[src/rtl/fdq_pkg.sv]
// Shared constants and entry type for the fetch/decode queue.
package fdq_pkg;

    localparam int unsigned IW_DEF     = 16;
    localparam logic [15:0] NOP_INSTR  = 16'h0800;
    localparam logic [4:0]  HALT_OPCODE = 5'b00000;
    localparam int unsigned OPCODE_MSB = 15;
    localparam int unsigned OPCODE_LSB = 11;

    typedef struct packed {
        logic [IW_DEF-1:0] instr;
        logic [IW_DEF-1:0] pc2;
    } entry_t;

endpackage

[src/rtl/fdq_if.sv]
// Fetch/decode handshake bundle; master = pipeline side, slave = queue.
interface fdq_if #(
    parameter int unsigned IW = 16
);
    logic          in_valid;
    logic [IW-1:0] in_instr;
    logic [IW-1:0] in_pc2;
    logic          in_ready;
    logic          out_valid;
    logic [IW-1:0] out_instr;
    logic [IW-1:0] out_pc2;
    logic          out_ready;
    logic          flush;
    logic          halted;

    modport master (
        output in_valid, in_instr, in_pc2, out_ready, flush,
        input  in_ready, out_valid, out_instr, out_pc2, halted
    );

    modport slave (
        input  in_valid, in_instr, in_pc2, out_ready, flush,
        output in_ready, out_valid, out_instr, out_pc2, halted
    );
endinterface

[src/rtl/fdq_storage.sv]
// Register array with one write port and asynchronous read; no reset, validity tracked by the owner.
module fdq_storage #(
    parameter int unsigned DEPTH = 2,
    parameter int unsigned WIDTH = 32,
    parameter int unsigned AW    = 1
) (
    input  logic             clk,
    input  logic             we,
    input  logic [AW-1:0]    waddr,
    input  logic [WIDTH-1:0] wdata,
    input  logic [AW-1:0]    raddr,
    output logic [WIDTH-1:0] rdata
);
    logic [WIDTH-1:0] mem [DEPTH];

    always_ff @(posedge clk) begin
        if (we) mem[waddr] <= wdata;
    end

    assign rdata = mem[raddr];
endmodule

[src/rtl/fetch_decode_queue.sv]
// IF/ID decoupling FIFO with flush and sticky HALT capture.
// Optional zero-latency empty-queue bypass under `FDQ_BYPASS_EN.
module fetch_decode_queue
    import fdq_pkg::*;
#(
    parameter int unsigned DEPTH = 2,
    parameter int unsigned IW    = 16
) (
    input  logic clk,
    input  logic rst,
    fdq_if.slave bus
);
    localparam int unsigned PW = (DEPTH > 1) ? $clog2(DEPTH) : 1;
    localparam int unsigned CW = PW + 1;
    localparam int unsigned EW = 2 * IW;

    logic [PW-1:0] rd_ptr;
    logic [PW-1:0] wr_ptr;
    logic [CW-1:0] count;
    logic          halted_q;
    logic [EW-1:0] head;
    logic          empty;
    logic          full;
    logic          enq;
    logic          deq;
    logic          byp;
    logic          wr_en;
    logic          in_is_halt;

    assign empty        = (count == '0);
    assign full         = (count == CW'(DEPTH));
    assign bus.in_ready = !full && !halted_q;
    assign bus.halted   = halted_q;
    assign enq          = bus.in_valid && bus.in_ready && !bus.flush;
    assign deq          = !empty && bus.out_ready && !bus.flush;
    assign in_is_halt   = (bus.in_instr[OPCODE_MSB:OPCODE_LSB] == HALT_OPCODE);

`ifdef FDQ_BYPASS_EN
    // Empty queue and a ready consumer: hand the word straight through.
    assign byp = empty && bus.in_valid && bus.out_ready && !bus.flush && !halted_q;
`else
    assign byp = 1'b0;
`endif

    assign wr_en = enq && !byp;

    fdq_storage #(
        .DEPTH (DEPTH),
        .WIDTH (EW),
        .AW    (PW)
    ) u_storage (
        .clk   (clk),
        .we    (wr_en),
        .waddr (wr_ptr),
        .wdata ({bus.in_instr, bus.in_pc2}),
        .raddr (rd_ptr),
        .rdata (head)
    );

    // Pointers, occupancy and the sticky halt flag; flush outranks everything.
    always_ff @(posedge clk or negedge rst) begin
        if (!rst) begin
            rd_ptr   <= '0;
            wr_ptr   <= '0;
            count    <= '0;
            halted_q <= 1'b0;
        end else if (bus.flush) begin
            rd_ptr   <= '0;
            wr_ptr   <= '0;
            count    <= '0;
            halted_q <= 1'b0;
        end else begin
            if (wr_en) wr_ptr <= wr_ptr + PW'(1);
            if (deq)   rd_ptr <= rd_ptr + PW'(1);
            count <= count + CW'(wr_en) - CW'(deq);
            if (enq && in_is_halt) halted_q <= 1'b1;
        end
    end

    always_comb begin
        bus.out_valid = 1'b0;
        bus.out_instr = IW'(NOP_INSTR);
        bus.out_pc2   = '0;
        if (!empty) begin
            bus.out_valid = 1'b1;
            {bus.out_instr, bus.out_pc2} = head;
        end else if (byp) begin
            bus.out_valid = 1'b1;
            bus.out_instr = bus.in_instr;
            bus.out_pc2   = bus.in_pc2;
        end
    end
endmodule

[src/flat_wrapper.sv]
// flat-port wrapper written by rule: the top's interface ports become plain ports
module fetch_decode_queue_flat import fdq_pkg::*;
#(
    parameter int unsigned DEPTH = 2,
    parameter int unsigned IW    = 16
)
  (clk, rst, bus_in_valid, bus_in_instr, bus_in_pc2, bus_out_ready, bus_flush, bus_in_ready, bus_out_valid, bus_out_instr, bus_out_pc2, bus_halted);
  fdq_if #(.IW(IW)) bus_i ();
  input  logic clk;
  input  logic rst;
  input wire logic [$bits(bus_i.in_valid)-1:0] bus_in_valid;
  input wire logic [$bits(bus_i.in_instr)-1:0] bus_in_instr;
  input wire logic [$bits(bus_i.in_pc2)-1:0] bus_in_pc2;
  input wire logic [$bits(bus_i.out_ready)-1:0] bus_out_ready;
  input wire logic [$bits(bus_i.flush)-1:0] bus_flush;
  output wire logic [$bits(bus_i.in_ready)-1:0] bus_in_ready;
  output wire logic [$bits(bus_i.out_valid)-1:0] bus_out_valid;
  output wire logic [$bits(bus_i.out_instr)-1:0] bus_out_instr;
  output wire logic [$bits(bus_i.out_pc2)-1:0] bus_out_pc2;
  output wire logic [$bits(bus_i.halted)-1:0] bus_halted;
  assign bus_i.in_valid = bus_in_valid;
  assign bus_i.in_instr = bus_in_instr;
  assign bus_i.in_pc2 = bus_in_pc2;
  assign bus_i.out_ready = bus_out_ready;
  assign bus_i.flush = bus_flush;
  assign bus_in_ready = bus_i.in_ready;
  assign bus_out_valid = bus_i.out_valid;
  assign bus_out_instr = bus_i.out_instr;
  assign bus_out_pc2 = bus_i.out_pc2;
  assign bus_halted = bus_i.halted;
  fetch_decode_queue #(.DEPTH(DEPTH), .IW(IW)) u_core (.clk(clk), .rst(rst), .bus(bus_i));
endmodule
[config.mk]
export PLATFORM = sky130hd
export DESIGN_NAME = fetch_decode_queue_flat
export DESIGN_NICKNAME = d
export VERILOG_FILES = /design/src/rtl/fdq_pkg.sv /design/src/rtl/fdq_if.sv /design/src/rtl/fdq_storage.sv /design/src/rtl/fetch_decode_queue.sv /design/src/flat_wrapper.sv
export SDC_FILE = /design/constraint.sdc
export NUM_CORES = 1
export LEC_CHECK = 0
export ABC_CLOCK_PERIOD_IN_PS = 7800
export CORE_MARGIN = 8
export CORE_UTILIZATION = 40
export DETAILED_ROUTE_END_ITERATION = 8
export PLACE_DENSITY_LB_ADDON = 0.3
export REMOVE_ABC_BUFFERS = 1
export SYNTH_ARGS = -nofsm -noshare
export SYNTH_HDL_FRONTEND = slang
export SYNTH_SLANG_ARGS = --single-unit
[constraint.sdc]
create_clock -name clk -period 7.8 [get_ports clk]
set_input_delay 1.56 -clock clk [delete_from_list [all_inputs] [get_ports clk]]
set_output_delay 1.56 -clock clk [all_outputs]
set_load 0.005 [all_outputs]
Yosys cells after proc, flatten, opt, wreduce, memory -nomap -nowiden
Memory sizes are Yosys's and may differ from the RTL's. Index checks and enable logic that the tools add are counted.

$add $sub $neg: 4. Eq/ne operators: 1. Muxes and demuxes: 12. Reductions and logical operators: 15.

Operator list (count): $mux W16 (2); $mux W1 (9); $logic_and A1 B1 Y1 (6); $reduce_bool A2 Y1 (3); $logic_not A5 Y1 (1); $logic_not A1 Y1 (4); $add A1 B1 Y1 const B (2); $add A2 B1 Y2 (1); $eq A2 B2 Y1 const B (1); $logic_not A2 Y1 (1); $mux W2 (1); $sub A2 B1 Y2 (1).

Bits in registers: 5. Memory bits (writable): 64. Input bits: 37. Output and inout port bits: 35. Logic and storage cells: 37. Memories: 1.

Memories: u_core.u_storage.mem (words 2, width 32, read ports 1, clocked after Yosys merged registers in 0, wr ports 1, RTL line fdq_storage.sv:14) `logic [WIDTH-1:0] mem [DEPTH];`.

Longest topological paths before layout
Depth in word-level cells: 8. Gate-level depth with buffers: 7. Mapped depth without buffers: 7.

Hierarchy
A second synthesis with hierarchy kept.

Cells, all modules: 167. Area total of the unflattened synthesis: 2994.1 µm².

Modules (own cells, without submodules): fdq_storage (instances 1, cells an instance 102, area each 2478.6 µm², sequential area each 1921.8 µm²); fetch_decode_queue (instances 1, cells an instance 65, area each 515.5 µm², sequential area each 125.1 µm²).

Worst setup path before layout
No wires, ideal clock.

Path kind: input-to-reg. From: input bus_in_valid. To: memory u_core.u_storage.mem[0][0], enable pin. Library setup time: 0.421 ns. Arrival time: 3.328 ns. Required time: 7.379 ns. Slack: 4.051 ns. Cell stages on the path: 3. Path buffers: 0. Cells stage by stage: nand2b_2 or3_4 nor2_1.

Word-level cells in the longest chain between the ends: 4.

Ends and longest elaborated chain: from (decl) (RTL line flat_wrapper.sv:11) `input wire logic [$bits(bus_i.in_valid)-1:0] bus_in_valid;`; $logic_and A1 B1 Y1 (2 in a row) (RTL line fetch_decode_queue.sv:34) `assign enq = bus.in_valid && bus.in_ready && !bus.flush;`; $mux W1 (RTL line fdq_storage.sv:17) `if (we) mem[waddr] <= wdata;`; $mux W1 (not written as such) (RTL line fdq_storage.sv:17); to (decl) (RTL line fdq_storage.sv:14).

No other way between the ends.

Worst setup path in the final report
From: register u_core.rd_ptr. To: output bus_out_instr[12].

Word-level cells in the longest chain between the ends: 2.

Ends and longest elaborated chain: from (decl) (RTL line fetch_decode_queue.sv:17) `logic [PW-1:0] rd_ptr;`; from (signal assigned) (RTL line fetch_decode_queue.sv:74) `if (deq) rd_ptr <= rd_ptr + PW'(1);`; $mem_v2 Z2 W32; $mux W16 (RTL line fetch_decode_queue.sv:84) `if (!empty) begin`; to (decl) (RTL line flat_wrapper.sv:18) `output wire logic [$bits(bus_i.out_instr)-1:0] bus_out_instr;`.

No other way between the ends.

==> results.md <==
- Ports: 72
- Antenna violations before repair: 0
- DRC viols: 0
- Worst Path Buf+Inv: 1
- CP Capture Type: output pin
- Final Cell Area: 3720 sq um
- Post-CTS resize count: 0
- Rows: 30
- Clock Pin Slew Worst Setup and Hold Paths: 70 ps
- Routed vias/inst: 4.72
- CP peak stage delay: 1020 ps
- Initial Util: 40.4%
- WP data arrival: 2250 ps
- Status: finished clean
- DP Wirelength: 3410 microns
- FF-to-FF End: u_core.u_storage.mem[0][5]
- Core Footprint: 6680 sq um
- CTS tree: yes
- Worst reg-to-reg setup slack: 5720 ps
- DR iter-0 viols: 55
- Layout area overhead: 37.8%
- Longest Clk Path Bufs: 2
- Critical path depth in cells: 3
- Most numerous cell in the Yosys netlist: edfxtp_1
- Vias in the first global route: 1711
- Maximum vdd drop: 0.121 mV
- Total wire length: 5000 microns
- Hold Vio Cnt, Final: 0
- Number of synthesized flops with an enable pin: 64
- Critical setup path kind: flop to output pin
- TritonRoute pass-1 iters: 4
- F_max: 262 MHz
- Top cell family by delay on the critical path: flip-flops
- Synth warnings: 0
- Critical path peak fanout: 33
- Synth top area cells: edfxtp_1 (71%), mux2i_1 (12%), nor2_1 (5.1%), dfrtp_1 (4.6%), ha_1 (0.93%)
- Worst-path cell chain: mux2i_1 -> nor2_1 -> clkdlybuf4s50_1
- Yosys top cell by area: edfxtp_1
- R2R depth: 3
- Routed Antenna Nets: 0
- RSZ-0062 raised after global routing: no
- Vias: 1548
- Max_cap viols: 0
- Worst R2R Start: u_core.bus.halted
- Die width: 98.2 microns
- Async S/R FF share, synth: 7.25%
- Seq/Total Area, Yosys: 75.7%
- WL/cell: 15.3 microns
- Diode count: 0
- P_leak: 1.25 nW
- Power per cell area: 268 nW/um^2
- Setup TNS Final: 0 ps
- Ratio of cells with drive above 1 in the final layout: 10.5%
- FF+latch count, synth: 69
- Die Height: 98.2 microns
- CP endpoint: bus_out_instr[12]
- Slew headroom: 34.1%
- Setup violations, final: 0
- Final period utilization: 48.8%
- Crit path required time: 6240 ps
- Tot GR Track Use: 11.3%
- Tmin final: 3810 ps
- HP Class: flop to flop
- Cell Area, Synth: 2700 sq um
- Post-synth top area share: 71.1%
- Post-CTS Setup Repair Bufs: 0
- Filler cells: 546
- H-tree depth: 3
- Top_reg_cell synth: edfxtp_1
- Average size of a mapped cell: 16.2 sq um
- TritonCTS Sinks: 69
- Post-CTS Hold Fix Bufs: 0
- First-pass GRT wire length: 8330 microns
- Distinct cell type count after synthesis: 22
- Worst setup path start: u_core.rd_ptr
- Crit-path slowest cell: dfrtp_2
- Die area: 9640 sq um
- Worst Setup Start Kind: flop
- CTS Root Cell: clkbuf_8
- Final setup margin: 3990 ps
- Slew of the pin with the lowest slew margin: 988 ps
- Skew final: 5.68 ps
- Port Buffers: 71
- Placed Area: 3500 sq um
- Largest net degree at the start of global routing: 34
- Pre-CTS WS: 4070 ps
- Inserted Clock Buffers: 9
- Commonest cells in the netlist: edfxtp_1 (64), nor2_1 (37), mux2i_1 (32)
- Gr ovfl total: 0
- Final Wtd Congestion: 0.724
- Clock Latency Late Sink: 330 ps
- Pins over their slew limit: 0
- Syn Inst Count: 167
- Fin nets: 282
-- cells in the final DEF (no fill, tap or decap), drive strengths merged, types with 5 or more instances in the layout --
cell / synthesis / final
clkbuf: 3 / 9
clkdlybuf4s50: 0 / 71
dfrtp: 5 / 5
edfxtp: 64 / 64
inv: 5 / 6
mux2i: 32 / 32
nor2: 37 / 37
-- per-layer routing --
layer  up-vias  track usage (%)  share of wire (%)  routed length [microns]
li1        757                -                  -                        -
met1       727             11.8                 40                     1990
met2        53             18.8                 50                     2490
met3        11             4.27                8.0                      398
met4         0             7.08                2.3                      116
met5         -                0                  0                        0
-- layout make-up --
type                    instances  area [sq um]  area share, %
multi-input cells              86           617           16.6
well taps                      80           100           2.69
flip-flops and latches         69          2050           55.0
inverters                       5          18.8          0.504
clock inverters                 7          97.6           2.62
clock buffers                   9           124           3.33
repair buffers                 72           718           19.3
-- power breakdown --
group	switching (mW)	total (mW)	internal, mW	leakage [nW]
clock network	0.129	0.310	0.181	0.106
logic	0.0893	0.228	0.138	0.496
registers	0.0287	0.460	0.431	0.653
-- worst min-delay path, stage by stage (launching register included) --
cell,delay [ps]
dfrtp_1,410
inv_1,80
o32ai_2,70
-- per-stage QoR --
step,instances,power [mW],utilization (%),hold WS (ps)
after floorplan,160,0.560,-,530
after global routing,328,1.05,55.7,633
final,328,0.997,55.7,601
after global placement,312,0.698,52.4,591
after CTS,328,1.02,55.7,605
after detailed placement,312,0.702,52.4,584
-- state kept, by name, indices dropped and copies added (netlist names) --
| signal | count |
|---|---|
| u_core.u_storage.mem | 64 |
| u_core.wr_ptr | 1 |
| u_core.rd_ptr | 1 |
| u_core.count | 2 |
| u_core.bus.halted | 1 |
-- cells by family after synthesis --
kind of cell | count (synthesis) | share of synthesized area (%)
AOI/OAI and AO/OA | 4 | 1.16
xor gates and xnor gates | 3 | 0.972
adders and majority gates | 2 | 0.926
buffers and inverters | 12 | 1.85
DFF | 69 | 75.7
muxes | 32 | 11.9
and+or+nand+nor | 45 | 7.50
-- how the worst min path moves through the flow --
stage,startpoint,to,cells after the start
floorplan,u_core.wr_ptr,u_core.wr_ptr,2
global placement,u_core.bus.halted,u_core.bus.halted,2
detailed placement,u_core.bus.halted,u_core.bus.halted,2
CTS,u_core.bus.halted,u_core.bus.halted,2
global route,u_core.bus.halted,u_core.bus.halted,2
finish,u_core.bus.halted,u_core.bus.halted,2
No activity file was read; power rests on OpenSTA's default activity.
